$ cat src/rtl/mult_pkg.sv
// Shared definitions for the multiplier datapath.
// Holds the partial-product count, the product width, the number of 3:2
// compression levels in the reducer tree and the carry-save pair type that
// is passed between reducer stages.
package mult_pkg;

  localparam int unsigned NUM_PP     = 8;
  localparam int unsigned PROD_W     = 32;
  // 8 -> 6 -> 4 -> 3 -> 2
  localparam int unsigned CSA_LEVELS = 4;

  typedef struct packed {
    logic [PROD_W-1:0] sum;
    logic [PROD_W-1:0] carry;
  } cs_pair_t;

endpackage

$ cat src/rtl/booth_pp_reducer_if.sv
// Handshake bundle for booth_pp_reducer.
// Input side : in_valid/in_ready/in_tag plus the eight partial products pp1..pp8.
// Output side: out_valid/out_ready/product/out_tag.
// master : the environment (Booth encoder upstream, result interface downstream).
// slave  : the reducer itself.
interface booth_pp_reducer_if
  import mult_pkg::*;
#(
  parameter int unsigned W     = PROD_W,
  parameter int unsigned TAG_W = 4
) ();

  logic             in_valid;
  logic             in_ready;
  logic [TAG_W-1:0] in_tag;
  logic [W-1:0]     pp1;
  logic [W-1:0]     pp2;
  logic [W-1:0]     pp3;
  logic [W-1:0]     pp4;
  logic [W-1:0]     pp5;
  logic [W-1:0]     pp6;
  logic [W-1:0]     pp7;
  logic [W-1:0]     pp8;
  logic             out_valid;
  logic             out_ready;
  logic [W-1:0]     product;
  logic [TAG_W-1:0] out_tag;

  modport master (
    output in_valid, in_tag, pp1, pp2, pp3, pp4, pp5, pp6, pp7, pp8, out_ready,
    input  in_ready, out_valid, product, out_tag
  );

  modport slave (
    input  in_valid, in_tag, pp1, pp2, pp3, pp4, pp5, pp6, pp7, pp8, out_ready,
    output in_ready, out_valid, product, out_tag
  );

endinterface

$ cat src/rtl/KSA_top_level.sv
// Kogge-Stone parallel-prefix adder.
// Ports: a, b - W-bit addends
//        cin  - carry into bit 0
//        sum  - a + b + cin modulo 2^W
//        cout - carry out of bit W-1
module KSA_top_level #(
  parameter int unsigned W = 32
) (
  input  logic [W-1:0] a,
  input  logic [W-1:0] b,
  input  logic         cin,
  output logic [W-1:0] sum,
  output logic         cout
);

  localparam int unsigned LVL = $clog2(W);

  // g[l][i]: group generate over bits max(0,i-2^l+1)..i (cin folded into bit 0)
  // p[l][i]: matching group propagate
  logic [LVL:0][W-1:0]   g;
  logic [LVL-1:0][W-1:0] p;

  always_comb begin
    g = '0;
    p = '0;
    g[0] = a & b;
    p[0] = a ^ b;
    g[0][0] = (a[0] & b[0]) | ((a[0] ^ b[0]) & cin);
    for (int unsigned l = 0; l < LVL; l++) begin
      for (int unsigned i = 0; i < W; i++) begin
        if (i >= (32'd1 << l)) begin
          g[l+1][i] = g[l][i] | (p[l][i] & g[l][i - (32'd1 << l)]);
          if (l + 1 < LVL) p[l+1][i] = p[l][i] & p[l][i - (32'd1 << l)];
        end else begin
          g[l+1][i] = g[l][i];
          if (l + 1 < LVL) p[l+1][i] = p[l][i];
        end
      end
    end
  end

  // Carry into bit i is the group generate of bits 0..i-1.
  assign sum  = (a ^ b) ^ {g[LVL][W-2:0], cin};
  assign cout = g[LVL][W-1];

endmodule

$ cat src/rtl/csa_3to2.sv
// 3:2 carry-save compressor, purely combinational.
// Ports: x, y, z - three W-bit addends
//        sum     - bitwise sum x^y^z
//        carry   - majority(x,y,z) shifted left by one; bit 0 is 0 and the
//                  carry out of bit W-1 is dropped (modulo 2^W)
module csa_3to2 #(
  parameter int unsigned W = 32
) (
  input  logic [W-1:0] x,
  input  logic [W-1:0] y,
  input  logic [W-1:0] z,
  output logic [W-1:0] sum,
  output logic [W-1:0] carry
);

  assign sum   = x ^ y ^ z;
  // Only bits W-2..0 of the majority survive the shift.
  assign carry = {(x[W-2:0] & y[W-2:0]) | (x[W-2:0] & z[W-2:0]) | (y[W-2:0] & z[W-2:0]), 1'b0};

endmodule

$ cat src/rtl/booth_pp_reducer.sv
// Three-stage Wallace-tree reducer for eight Booth partial products.
//   S1: CSA levels 1-2 (8 -> 6 -> 4), registers 4 vectors + tag + valid
//   S2: CSA levels 3-4 (4 -> 3 -> 2), registers sum/carry + tag + valid
//   S3: Kogge-Stone carry-propagate add, registers product + tag + valid
// Ports: clk, rst_n (async active-low)
//        bus (slave): in_valid/in_ready/in_tag/pp1..pp8 in,
//                     out_valid/out_ready/product/out_tag out
// All stages advance together whenever the output register is empty or being
// drained; otherwise everything (bubbles included) is frozen.
module booth_pp_reducer
  import mult_pkg::*;
#(
  parameter int unsigned W     = PROD_W,
  parameter int unsigned TAG_W = 4
) (
  input  logic                clk,
  input  logic                rst_n,
  booth_pp_reducer_if.slave   bus
);

  localparam int unsigned S1_VECS = NUM_PP / 2;

  logic adv;

  // Stage registers
  logic                       s1_valid_q, s1_valid_d;
  logic [TAG_W-1:0]           s1_tag_q,   s1_tag_d;
  logic [S1_VECS-1:0][W-1:0]  s1_vec_q,   s1_vec_d;
  logic                       s2_valid_q, s2_valid_d;
  logic [TAG_W-1:0]           s2_tag_q,   s2_tag_d;
  cs_pair_t                   s2_cs_q,    s2_cs_d;
  logic                       out_valid_q, out_valid_d;
  logic [TAG_W-1:0]           out_tag_q,   out_tag_d;
  logic [W-1:0]               product_q,   product_d;

  // Tree nets
  logic [W-1:0] l1_s0, l1_c0, l1_s1, l1_c1;
  logic [W-1:0] l2_s0, l2_c0, l2_s1, l2_c1;
  logic [W-1:0] l3_s, l3_c;
  logic [W-1:0] l4_s, l4_c;
  logic [W-1:0] cpa_sum;
  logic         ksa_cout_unused;

  assign adv          = !out_valid_q | bus.out_ready;
  assign bus.in_ready = adv;

  // Level 1: two CSAs, pp7/pp8 pass through
  csa_3to2 #(.W(W)) u_l1a (.x(bus.pp1), .y(bus.pp2), .z(bus.pp3), .sum(l1_s0), .carry(l1_c0));
  csa_3to2 #(.W(W)) u_l1b (.x(bus.pp4), .y(bus.pp5), .z(bus.pp6), .sum(l1_s1), .carry(l1_c1));

  // Level 2: 6 -> 4
  csa_3to2 #(.W(W)) u_l2a (.x(l1_s0), .y(l1_c0), .z(l1_s1), .sum(l2_s0), .carry(l2_c0));
  csa_3to2 #(.W(W)) u_l2b (.x(l1_c1), .y(bus.pp7), .z(bus.pp8), .sum(l2_s1), .carry(l2_c1));

  // Level 3: 4 -> 3, vector 3 passes through
  csa_3to2 #(.W(W)) u_l3 (.x(s1_vec_q[0]), .y(s1_vec_q[1]), .z(s1_vec_q[2]), .sum(l3_s), .carry(l3_c));

  // Level 4: 3 -> 2
  csa_3to2 #(.W(W)) u_l4 (.x(l3_s), .y(l3_c), .z(s1_vec_q[3]), .sum(l4_s), .carry(l4_c));

  KSA_top_level #(.W(W)) u_cpa (
    .a    (s2_cs_q.sum),
    .b    (s2_cs_q.carry),
    .cin  (1'b0),
    .sum  (cpa_sum),
    .cout (ksa_cout_unused)
  );

  always_comb begin
    s1_valid_d  = s1_valid_q;
    s1_tag_d    = s1_tag_q;
    s1_vec_d    = s1_vec_q;
    s2_valid_d  = s2_valid_q;
    s2_tag_d    = s2_tag_q;
    s2_cs_d     = s2_cs_q;
    out_valid_d = out_valid_q;
    out_tag_d   = out_tag_q;
    product_d   = product_q;
    if (adv) begin
      // Data registers load unconditionally; only the valid bits qualify them.
      s1_valid_d    = bus.in_valid;
      s1_tag_d      = bus.in_tag;
      s1_vec_d      = {l2_c1, l2_s1, l2_c0, l2_s0};
      s2_valid_d    = s1_valid_q;
      s2_tag_d      = s1_tag_q;
      s2_cs_d.sum   = l4_s;
      s2_cs_d.carry = l4_c;
      out_valid_d   = s2_valid_q;
      out_tag_d     = s2_tag_q;
      product_d     = cpa_sum;
    end
  end

  always_ff @(posedge clk or negedge rst_n) begin
    if (!rst_n) begin
      s1_valid_q  <= 1'b0;
      s1_tag_q    <= '0;
      s1_vec_q    <= '0;
      s2_valid_q  <= 1'b0;
      s2_tag_q    <= '0;
      s2_cs_q     <= '0;
      out_valid_q <= 1'b0;
      out_tag_q   <= '0;
      product_q   <= '0;
    end else begin
      s1_valid_q  <= s1_valid_d;
      s1_tag_q    <= s1_tag_d;
      s1_vec_q    <= s1_vec_d;
      s2_valid_q  <= s2_valid_d;
      s2_tag_q    <= s2_tag_d;
      s2_cs_q     <= s2_cs_d;
      out_valid_q <= out_valid_d;
      out_tag_q   <= out_tag_d;
      product_q   <= product_d;
    end
  end

  assign bus.out_valid = out_valid_q;
  assign bus.product   = product_q;
  assign bus.out_tag   = out_tag_q;

endmodule

$ cat src/flat_wrapper.sv
// flat-port wrapper written by rule: the top's interface ports become plain ports
module booth_pp_reducer_flat import mult_pkg::*;
#(
  parameter int unsigned W     = PROD_W,
  parameter int unsigned TAG_W = 4
)
  (clk, rst_n, bus_in_valid, bus_in_tag, bus_pp1, bus_pp2, bus_pp3, bus_pp4, bus_pp5, bus_pp6, bus_pp7, bus_pp8, bus_out_ready, bus_in_ready, bus_out_valid, bus_product, bus_out_tag);
  booth_pp_reducer_if #(.W(W), .TAG_W(TAG_W)) bus_i ();
  input  logic clk;
  input  logic rst_n;
  input wire logic [$bits(bus_i.in_valid)-1:0] bus_in_valid;
  input wire logic [$bits(bus_i.in_tag)-1:0] bus_in_tag;
  input wire logic [$bits(bus_i.pp1)-1:0] bus_pp1;
  input wire logic [$bits(bus_i.pp2)-1:0] bus_pp2;
  input wire logic [$bits(bus_i.pp3)-1:0] bus_pp3;
  input wire logic [$bits(bus_i.pp4)-1:0] bus_pp4;
  input wire logic [$bits(bus_i.pp5)-1:0] bus_pp5;
  input wire logic [$bits(bus_i.pp6)-1:0] bus_pp6;
  input wire logic [$bits(bus_i.pp7)-1:0] bus_pp7;
  input wire logic [$bits(bus_i.pp8)-1:0] bus_pp8;
  input wire logic [$bits(bus_i.out_ready)-1:0] bus_out_ready;
  output wire logic [$bits(bus_i.in_ready)-1:0] bus_in_ready;
  output wire logic [$bits(bus_i.out_valid)-1:0] bus_out_valid;
  output wire logic [$bits(bus_i.product)-1:0] bus_product;
  output wire logic [$bits(bus_i.out_tag)-1:0] bus_out_tag;
  assign bus_i.in_valid = bus_in_valid;
  assign bus_i.in_tag = bus_in_tag;
  assign bus_i.pp1 = bus_pp1;
  assign bus_i.pp2 = bus_pp2;
  assign bus_i.pp3 = bus_pp3;
  assign bus_i.pp4 = bus_pp4;
  assign bus_i.pp5 = bus_pp5;
  assign bus_i.pp6 = bus_pp6;
  assign bus_i.pp7 = bus_pp7;
  assign bus_i.pp8 = bus_pp8;
  assign bus_i.out_ready = bus_out_ready;
  assign bus_in_ready = bus_i.in_ready;
  assign bus_out_valid = bus_i.out_valid;
  assign bus_product = bus_i.product;
  assign bus_out_tag = bus_i.out_tag;
  booth_pp_reducer #(.W(W), .TAG_W(TAG_W)) u_core (.clk(clk), .rst_n(rst_n), .bus(bus_i));
endmodule
$ cat config.mk
export PLATFORM = sky130hd
export DESIGN_NAME = booth_pp_reducer_flat
export DESIGN_NICKNAME = d
export VERILOG_FILES = /design/src/rtl/mult_pkg.sv /design/src/rtl/booth_pp_reducer_if.sv /design/src/rtl/KSA_top_level.sv /design/src/rtl/csa_3to2.sv /design/src/rtl/booth_pp_reducer.sv /design/src/flat_wrapper.sv
export SDC_FILE = /design/constraint.sdc
export NUM_CORES = 1
export LEC_CHECK = 0
export BUFFER_PORTS_ARGS = -buffer_cell sky130_fd_sc_hd__buf_2
export CORE_ASPECT_RATIO = 1.25
export CORE_MARGIN = 4
export CORE_UTILIZATION = 50
export DETAILED_ROUTE_END_ITERATION = 10
export PLACE_DENSITY_LB_ADDON = 0.2
export SYNTH_ARGS = -nofsm -noshare
export SYNTH_HDL_FRONTEND = slang
export SYNTH_HIERARCHICAL = 1
export SYNTH_SLANG_ARGS = --single-unit
export TNS_END_PERCENT = 10
$ cat constraint.sdc
create_clock -name clk -period 3.8 [get_ports clk]
set_input_delay 0.76 -clock clk [delete_from_list [all_inputs] [get_ports clk]]
set_output_delay 0.76 -clock clk [all_outputs]
set_load 0.005 [all_outputs]
==> results of run 1 <==
==> critical path, stage by stage (launching register included) <==
cell,delay [ps]
dfrtp_1,400
fa_1,450
fa_1,430
a21oi_2,210
o211ai_2,190
a211oi_4,400
nor4_2,110
or3_1,380
a31oi_1,200
xnor2_1,80
mux2_2,260
==> metal layers <==
layer,routed length [um],vias up
li1,-,3851
met5,0,-
met2,14600,225
met3,1680,37
met1,11300,4314
met4,529,0
==> state kept, by name, summed over array words and instances, names as in the netlist <==
name and cells:
u_core/bus.out_tag 4, u_core/bus.out_valid 1, u_core/bus.product 32, u_core/s1_tag_q 4, u_core/s1_valid_q 1, u_core/s1_vec_q 128
u_core/s2_cs_q 64, u_core/s2_tag_q 4, u_core/s2_valid_q 1
==> cell type report <==
type | instances | area (um^2) | area share, %
inverters | 8 | 30.0 | 0.167
clock inverters | 7 | 87.6 | 0.488
well taps | 401 | 502 | 2.80
repair buffers | 309 | 1630 | 9.07
clock buffers | 38 | 727 | 4.05
flip-flops and latches | 239 | 5980 | 33.4
multi-input cells | 655 | 8980 | 50.1
==> cell usage in the layout (no fill, tap or decap), types with 3 or more instances in the layout <==
master,n
clkinv_2,4
fa_1,188
o21ai_0,9
a21o_1,14
ha_1,31
buf_12,4
xor3_1,6
o21a_1,4
buf_4,4
clkbuf_16,27
xnor2_1,18
nand3_1,6
nand2_1,16
inv_1,8
o21bai_1,10
or3_1,3
nand4_1,5
a211oi_1,4
nor2_1,14
a21oi_1,28
nor3_1,3
a31oi_1,3
xor2_1,11
and3_1,3
clkbuf_1,10
mux2_2,40
conb_1,7
dfrtp_1,239
buf_2,300
mux2_4,198
==> path summary, 6_finish.rpt <==
path / slack (ps) / start / endpoint
setup / recovery: 560 / u_core/s2_cs_q[32] / u_core/bus.product[24]
hold / removal: 190 / rst_n / u_core/s1_vec_q[10]
setup reg to reg: 560 / u_core/s2_cs_q[32] / u_core/bus.product[24]
hold reg to reg: 470 / u_core/s2_valid_q / u_core/bus.out_valid
max in group asynchronous: 2770 / rst_n / u_core/s1_vec_q[34]
min in group clk: 470 / u_core/s2_valid_q / u_core/bus.out_valid
==> metrics by stage <==
stage / hold slack, ps / instance area (um^2)
2_1_floorplan: 430 / 15300
3_3_place_gp: 443 / 17100
3_5_place_dp: 453 / 17100
4_1_cts: 215 / 17900
5_1_grt: 225 / 17900
6_report: 189 / 17900
==> where the power goes <==
group	internal, uW	total [uW]	switching, uW
Combinational	4720	8330	3600
Clock	1450	2430	976
Sequential	3670	4420	745
Total	9850	15200	5320
==> key figures, run 1 <==
Timing
  – Max_slew headroom: 43.7%
  – Minimum clock period after layout: 3240 ps
  – Max-slew violations: 0
  – Setup tns final: 0 ps
  – Fin. Hold Viols: 0
  – Fmax: 309 MHz
  – Max Clock Skew: 12.6 ps
  – Setup Viol. Count Final: 0
  – Min setup slack post-route: 561 ps
  – Final period util: 85.2%
  – Actual slew at the worst max-slew pin: 836 ps
  – RSZ-0062 raised after global routing: no

Final layout
  – Non-filler instance count after layout: 1657
  – Ant. Diodes: 0
  – Area Overhead vs Synth: 16.9%
  – # fillers: 2405
  – Finished Core Util: 59.4%
  – Net count, final: 1722
  – Fraction of layout cells with a size suffix above 1: 47.5%

Detailed routing
  – Post-route ant nets: 0
  – DR iter-0 viols: 317
  – Via/cell ratio: 5.09
  – Vias: 8427
  – Wire per inst: 16.9 um
  – Post-Route WL: 28000 um
  – Initial DRT Pass Iterations: 6
  – DRC viols: 0

CTS
  – # H-tree levels: 1
  – CTS Hold Bufs: 0
  – Root Buffer: clkbuf_16
  – Post-CTS setup buffer count: 0
  – Reg clk slew, reported paths: 60 ps
  – CTS Buf Count: 26
  – Worst-case clock buffer depth: 3
  – Clk sinks: 239
  – CTS tree: built
  – Later-pin clock latency in the skew report: 520 ps
  – PostCTS Resize Cnt: 0

Critical path
  – Worst setup SP type: flip-flop
  – CP Capture Type: flip-flop
  – Worst r2r path cells: 10
  – Worst setup path category: flip-flop to flip-flop
  – Worst-path maximum fanout: 5
  – Crit path required time: 4210 ps
  – Crit path DAT: 3640 ps

Die
  – I/O Pins: 302
  – Die footprint: 33600 um^2
  – Initial core utilization: 50.8%
  – Core area: 30200 um^2
  – Cell Rows: 71
  – Chip Width: 165 um
  – Die Ht: 204 um

Global routing
  – Antenna violations before repair: 0
  – First-pass GRT wire length: 46100 um
  – Routing usage on met2: 29.6%
  – Met1 usage in global routing: 22.2%
  – Met3 Use GR: 2.53%
  – Overflow after GRT: 0
  – Largest net degree at the start of global routing: 75
  – Total track usage: 16.9%
  – Vias in the first global route: 9333
  – GRT Max-Usage Layer: met2

Pwr
  – Pleak: 0.00856 uW
  – Peak VDD IR: 0.357 mV
  – Tot Pwr: 15200 uW
  – Cell Pwr Density: 846 nW/um^2

Logic synthesis
  – Cell count after synthesis: 941
  – Syn_area_per_cell: 16.3 um^2
  – Synthesized area: 15300 um^2
  – Syn_nets: 1424
  – Synth warn: 6

Place
  – Port Buf Inserts: 301
  – Setup WS pre-CTS: 554 ps
  – DP Cell Count: 1612
  – Placer's final routability congestion estimate: 0.817
  – Placed wire-length estimate: 22000 um

Status
  – Outcome: finished clean

Run
  – Max cap viols: 0

Worst hold path
  – Min-Delay Path Class: input pin to async pin
Note: power is estimated with default switching activity, not from simulation.
==> inputs of run 2 (changes only) <==
- CELL_PAD_IN_SITES_DETAIL_PLACEMENT: not set -> 1
- CELL_PAD_IN_SITES_GLOBAL_PLACEMENT: not set -> 2
- CORE_UTILIZATION: 50 -> 40
- GPL_TIMING_DRIVEN: not set -> 0
==> run 2 against run 1 <==
  * Critical path type unchanged
  * Register-to-register slack worse by 270 ps
  * Total power up 4.3%
  * Utilization down 10 points
  * Critical path depth stayed put
  * Count of clock-buffer cells in the layout down 2
==> key figures, run 2 (synthesis gave the netlist of run 1 again) <==
CTS
  – CTS Buf Count: 27 (+3.8%)
  – PostCTS Resize Cnt: 0 (unchanged)
  – Reg clk slew, reported paths: 60 ps (about the same)
  – Post-CTS setup buffer count: 0 (unchanged)
  – CTS tree: built
  – CTS Hold Bufs: 0 (unchanged)
  – Later-pin clock latency in the skew report: 540 ps (+20 ps)
  – # H-tree levels: 1 (unchanged)
  – Worst-case clock buffer depth: 3 (unchanged)
  – Clk sinks: 239 (unchanged)
  – Root Buffer: clkbuf_16

Critical path
  – Worst setup endpoint: u_core/bus.product[28]
  – Crit path DAT: 3930 ps (+290 ps)
  – Reg-to-reg setup timing slack: 290 ps (-270 ps)
  – Crit-path most repeated cell: fa_1
  – Worst R2R Start: u_core/s2_cs_q[0]
  – CP Launch Point: u_core/s2_cs_q[0]
  – Worst setup path category: flip-flop to flip-flop
  – Critical path's largest stage delay: 460 ps (about the same)
  – Reg2reg end: u_core/bus.product[28]
  – CP Capture Type: flip-flop
  – Crit path cell chain: fa_1 > fa_1 > a21oi_2 > o211ai_2 > a211oi_4 > nor4_2 > o31ai_1 > a31oi_1 > xor2_1 > mux2_4
  – WP depth: 10 (unchanged)
  – Worst setup SP type: flip-flop
  – CP top delay family: compound AO/OA/AOI/OAI gates
  – Worst-path maximum fanout: 5 (unchanged)
  – Worst r2r path cells: 10 (unchanged)
  – Crit path required time: 4220 ps (about the same)
  – CP bufs+invs: 0 (unchanged)
  – Slowest CP cell: fa_1

Detailed routing
  – Post-Route WL: 35000 um (+25%)
  – Initial DRT Pass Iterations: 4 (-2)
  – Wire per inst: 19.7 um (+16%)
  – Vias: 8747 (+3.8%)
  – DRC viols: 0 (unchanged)
  – Via/cell ratio: 4.92 (-3.3%)
  – DR iter-0 viols: 276 (-13%)
  – Post-route ant nets: 0 (unchanged)

Die
  – Cell Rows: 79 (+11%)
  – I/O Pins: 302 (unchanged)
  – Core area: 37600 um^2 (+24%)
  – Chip Width: 183 um (+11%)
  – Initial core utilization: 40.8% (-9.9 points)
  – Die footprint: 41600 um^2 (+24%)
  – Die Ht: 227 um (+11%)

Global routing
  – Overflow after GRT: 0 (unchanged)
  – Antenna violations before repair: 0 (unchanged)
  – GRT Max-Usage Layer: met2
  – Total track usage: 17.1% (+0.25 points)
  – First-pass GRT wire length: 56500 um (+23%)
  – Vias in the first global route: 10404 (+11%)
  – Met3 Use GR: 2.21% (-0.31 points)
  – Met1 usage in global routing: 21.9% (-0.23 points)
  – Largest net degree at the start of global routing: 116 (+55%)
  – Routing usage on met2: 31.1% (+1.4 points)

Timing
  – Fmax: 285 MHz (-7.7%)
  – Min Hold Slack: 65.4 ps (-124 ps)
  – Setup Viol. Count Final: 0 (unchanged)
  – RSZ-0062 raised after global routing: no
  – Setup tns final: 0 ps (unchanged)
  – Max-slew violations: 0 (unchanged)
  – Fin. Hold Viols: 0 (unchanged)
  – Final period util: 92.3% (+7.1 points)
  – Max Clock Skew: 9.18 ps (-3.42 ps)
  – Minimum clock period after layout: 3510 ps (+269 ps)
  – Actual slew at the worst max-slew pin: 717 ps (-119 ps)
  – Max_slew headroom: 51.7% (+8.0 points)

Pwr
  – Peak VDD IR: 0.450 mV (+26%)
  – Cell Pwr Density: 858 nW/um^2 (+1.4%)
  – Tot Pwr: 15800 uW (+4.3%)
  – Pleak: 0.00879 uW (+2.7%)

Place
  – DP Cell Count: 1730 (+7.3%)
  – Placer's final routability congestion estimate: 0.794 (-2.7%)
  – Placed wire-length estimate: 27200 um (+23%)
  – Port Buf Inserts: 301 (unchanged)

Final layout
  – Fraction of layout cells with a size suffix above 1: 49.1% (+1.5 points)
  – Net count, final: 1756 (+2.0%)
  – Most frequent cells in the layout: buf_2, dfrtp_1, mux2_4
  – Largest register FFs: 128 (unchanged)
  – Area Overhead vs Synth: 20.3%
  – Largest Register: u_core/s1_vec_q
  – Commonest non-fill, non-tap cell in the layout: buf_2
  – Ant. Diodes: 0 (unchanged)
  – # fillers: 3764 (+57%)
  – Non-filler instance count after layout: 1778 (+7.3%)

Run
  – Max cap viols: 0 (unchanged)

Worst hold path
  – Min-Delay Path Class: input pin to async pin

Status
  – Outcome: finished clean
-- run 2: metrics by stage --
step / utilization [%] / setup slack [ps] / instance area, um^2
4_1_cts: 49.1 / 311 / 18400
5_1_grt: 49.1 / 224 / 18400
3_3_place_gp: 46.5 / -2500 / 17400
6_report: 49.1 / 292 / 18400
2_1_floorplan: - / 805 / 15300
3_5_place_dp: 46.6 / 329 / 17500
-- run 2: power breakdown --
| part | internal (uW) | switching, uW |
|---|---|---|
| sequential | 3670 | 760 |
| clock | 1670 | 1070 |
| combinational | 4800 | 3850 |
| total | 10100 | 5680 |
-- run 2: worst min-delay path by stage --
stage | slack, ps | startpoint | depth (start not counted) | endpoint
final | 70 | rst_n | 1 | u_core/s1_vec_q[73]
after global routing | 60 | rst_n | 1 | u_core/s2_cs_q[11]
after CTS | 40 | rst_n | 1 | u_core/bus.product[11]
after detailed placement | 450 | u_core/s2_valid_q | 1 | u_core/bus.out_valid
after global placement | 450 | u_core/s2_valid_q | 1 | u_core/bus.out_valid
after floorplan | 430 | u_core/s2_valid_q | 1 | u_core/bus.out_valid
-- run 2: worst reg2reg max path: cells and delay by family (launching register included) --
family                   cells  cell delay, ps
AND/OR/NAND/NOR              1             150
XOR/XNOR                     1             180
AO/OA/AOI/OAI                5            1490
flip-flops                   1             420
adder cells (fa/ha/maj)      2             900
multiplexers                 1             270
-- run 2: final cells by class --
class	count	area, um^2	share of cell area, %
clock buffer	36	759	4.12
sequential	239	5980	32.4
multi-input combinational	655	8980	48.7
buffer	39	348	1.89
inverter	8	30.0	0.163
clock inverter	12	168	0.909
tap	486	608	3.30
timing repair buffer	303	1570	8.52
-- run 2: layer usage --
metal	wire [um]	vias up
li1	-	3900
met1	14100	4616
met2	18800	192
met3	1540	39
met4	624	0
met5	0	-
==> inputs of run 3 (changes only) <==
- CORE_UTILIZATION: 40 -> 34
- SYNTH_HIERARCHICAL: 1 -> not set
==> run 3 against run 2 <==
  * Cell count grew 42%
  * Critical path type is now flip-flop to output pin
  * Utilization shrank 7.2 points
  * Critical path depth is 4 lower
  * Largest cell class unchanged
  * Synthesized cell count grew 70%
  * Area after synthesis fell by 1.9%
  * Clock power fell by 7%
  * Hold slack better by 110 ps
  * Maximum frequency is 3.1% higher
  * Sequential cell count is 4 lower
  * Setup slack gained 110 ps
==> key figures, run 3 <==
Status
  – Outcome: finished clean

Critical path
  – Reg-to-reg setup timing slack: 910 ps (+620 ps)
  – CP top delay family: buffers and inverters
  – Crit path cell chain: nor2b_1 > inv_1 > clkbuf_1 > buf_6 > clkbuf_1 > buf_2
  – Crit path required time: 3040 ps (-1180 ps)
  – Worst r2r path cells: 8 (-2)
  – Crit-path most repeated cell: clkbuf_1
  – Slowest CP cell: clkbuf_1
  – Worst setup path category: flip-flop to output pin
  – Crit path DAT: 2640 ps (-1290 ps)
  – CP Capture Type: output pin
  – Critical path's largest stage delay: 560 ps (+100 ps)
  – CP bufs+invs: 5 (+5)
  – WP depth: 6 (-4)
  – Worst setup SP type: flip-flop
  – Worst-path maximum fanout: 10 (+5)

Die
  – I/O Pins: 302 (unchanged)
  – Die footprint: 47700 um^2 (+15%)
  – Core area: 43400 um^2 (+16%)
  – Cell Rows: 85 (+7.6%)
  – Die Ht: 243 um (+7.2%)
  – Chip Width: 196 um (+7.1%)
  – Initial core utilization: 34.7% (-6.1 points)

CTS
  – Clk sinks: 235 (-1.7%)
  – CTS Hold Bufs: 0 (unchanged)
  – Post-CTS setup buffer count: 0 (unchanged)
  – Later-pin clock latency in the skew report: 540 ps (about the same)
  – CTS Buf Count: 27 (unchanged)
  – Reg clk slew, reported paths: 60 ps (about the same)
  – # H-tree levels: 1 (unchanged)
  – PostCTS Resize Cnt: 0 (unchanged)
  – CTS tree: built
  – Worst-case clock buffer depth: 3 (unchanged)
  – Root Buffer: clkbuf_16

Logic synthesis
  – Synth Area in XOR/XNOR: 1.51%
  – Post-synth top cells: nand2_1, inv_1, dfrtp_1, fa_1, a21oi_1
  – Compound-Gate Fraction of Synth Area: 7.67%
  – Leading area contributor after synthesis: dfrtp_1
  – Adder-Cell Fraction of Synth Area: 27.0%
  – Seq/Total Area, Yosys: 39.1%
  – Largest family of logic cells by synthesized area: adder cells
  – Mux cell area share after synthesis: 0.200%
  – Count leader, synth: nand2_1
  – Top_reg_cell synth: dfrtp_1
  – Post-synth EDFFs: 0
  – Syn_nets: 2083 (+46%)
  – Asr flop ratio synth: 100%
  – Synthesized area: 15100 um^2 (-1.9%)
  – Cell count after synthesis: 1604 (+70%)
  – Yosys reg bits: 235
  – Yosys top cell area share: 39.1%
  – Netlist cell types: 58
  – Syn_area_per_cell: 9.38 um^2 (-42%)
  – Largest cells by area after synthesis: dfrtp_1, fa_1, nand2_1
  – Post-Synth Simple-Gate Area: 16.6%
  – Synth warn: 0 (-6)

Final layout
  – Most frequent cells in the layout: nand2_1, buf_2, inv_1
  – Fin area: 18200 um^2 (-1.4%)
  – Net count, final: 2415 (+38%)
  – Fraction of layout cells with a size suffix above 1: 18.6% (-30 points)
  – Area Overhead vs Synth: 20.8%
  – Ant. Diodes: 0 (unchanged)
  – Largest Register: u_core.s1_vec_q
  – Largest register FFs: 126 (-1.6%)
  – Finished Core Util: 41.9% (-7.2 points)
  – Commonest non-fill, non-tap cell in the layout: nand2_1

Pwr
  – Tot Pwr: 14400 uW (-9.3%)
  – Peak VDD IR: 0.415 mV (-7.7%)
  – Cell Pwr Density: 790 nW/um^2 (-8.0%)
  – Pleak: 0.00949 uW (+8.0%)

Timing
  – Final period util: 89.5% (-2.8 points)
  – Fin. Hold Viols: 0 (unchanged)
  – Min Hold Slack: 180 ps (+115 ps)
  – RSZ-0062 raised after global routing: no
  – Fmax: 294 MHz (+3.1%)
  – Max Clock Skew: 13.1 ps (+3.90 ps)
  – Actual slew at the worst max-slew pin: 882 ps (+164 ps)
  – Setup Viol. Count Final: 0 (unchanged)
  – Max-slew violations: 0 (unchanged)
  – Max_slew headroom: 41.2% (-10 points)
  – Minimum clock period after layout: 3400 ps (-106 ps)
  – Setup tns final: 0 ps (unchanged)

Global routing
  – First-pass GRT wire length: 70100 um (+24%)
  – Overflow after GRT: 0 (unchanged)
  – Largest net degree at the start of global routing: 95 (-18%)
  – Total track usage: 18.2% (+1.1 points)
  – Vias in the first global route: 13184 (+27%)
  – Antenna violations before repair: 2 (+2)

Detailed routing
  – DR iter-0 viols: 438 (+59%)
  – Via/cell ratio: 4.61 (-6.4%)
  – Initial DRT Pass Iterations: 4 (unchanged)
  – Wire per inst: 17.0 um (-13%)
  – DRC viols: 0 (unchanged)
  – Post-route ant nets: 0 (unchanged)
  – Vias: 11601 (+33%)
  – Post-Route WL: 42900 um (+23%)

Place
  – Placer's final routability congestion estimate: 0.821 (+3.4%)
  – DP Area: 17300 um^2 (-1.1%)
  – Port Buf Inserts: 301 (unchanged)
  – Placed wire-length estimate: 34700 um (+28%)

Run
  – Max cap viols: 0 (unchanged)

Worst hold path
  – Min-Delay Path Class: input pin to async pin
-- run 3: where the power goes --
group          internal [uW]  total [uW]  switching, uW  leakage [uW]
Combinational           3010        7510           4490       0.00630
Sequential              3600        4310            708       0.00276
Clock                   1480        2550           1070      0.000425
Total                   8090       14400           6270       0.00949
-- run 3: worst paths after layout --
check	to	start
setup / recovery	bus_in_ready	u_core.bus.out_valid
hold / removal	u_core.s1_vec_q[35]	rst_n
setup reg to reg	u_core.bus.product[29]	u_core.s2_cs_q[20]
hold reg to reg	u_core.bus.product[2]	u_core.bus.product[2]
max in group asynchronous	u_core.s1_vec_q[18]	rst_n
min in group clk	u_core.s1_tag_q[3]	bus_in_tag[3]
-- run 3: through the flow --
step | instances | setup WS, ps
3_5_place_dp | 2472 | 504
6_report | 2519 | 398
3_3_place_gp | 2470 | -2540
4_1_cts | 2519 | 289
2_1_floorplan | 1604 | 1420
5_1_grt | 2519 | 237
-- run 3: layer usage --
| layer | wire length (um) | vias up | global-route usage (%) |
|---|---|---|---|
| li1 | - | 5560 | - |
| met1 | 18700 | 5791 | 24.1 |
| met2 | 21800 | 207 | 32.4 |
| met3 | 1780 | 39 | 2.41 |
| met4 | 620 | 4 | 3.31 |
| met5 | 27 | - | 0 |
-- run 3: worst reg2reg max path, delay by kind of cell (launching register included) --
kind	cells	cell delay, ps
flops	1	390
buf+inv	1	270
simple gates	1	360
fa+ha+maj	1	300
compound gates	5	1460
-- run 3: layout make-up --
class | count | area (um^2)
Inverter | 247 | 927
Buffer | 62 | 265
Fill cell | 5161 | 25200
Clock inverter | 11 | 85.1
Multi-Input combinational cell | 1060 | 7980
Sequential cell | 235 | 5880
Timing Repair Buffer | 303 | 1570
Clock buffer | 36 | 769
Tap cell | 565 | 707
-- run 3: cell families (layout without fill, tap and decap cells) --
family | count (synthesis) | after routing
simple gates | 625 | 625
buf+inv | 309 | 659
flops | 235 | 235
fa+ha+maj | 215 | 215
compound gates | 191 | 191
xor+xnor | 26 | 26
mux | 3 | 3
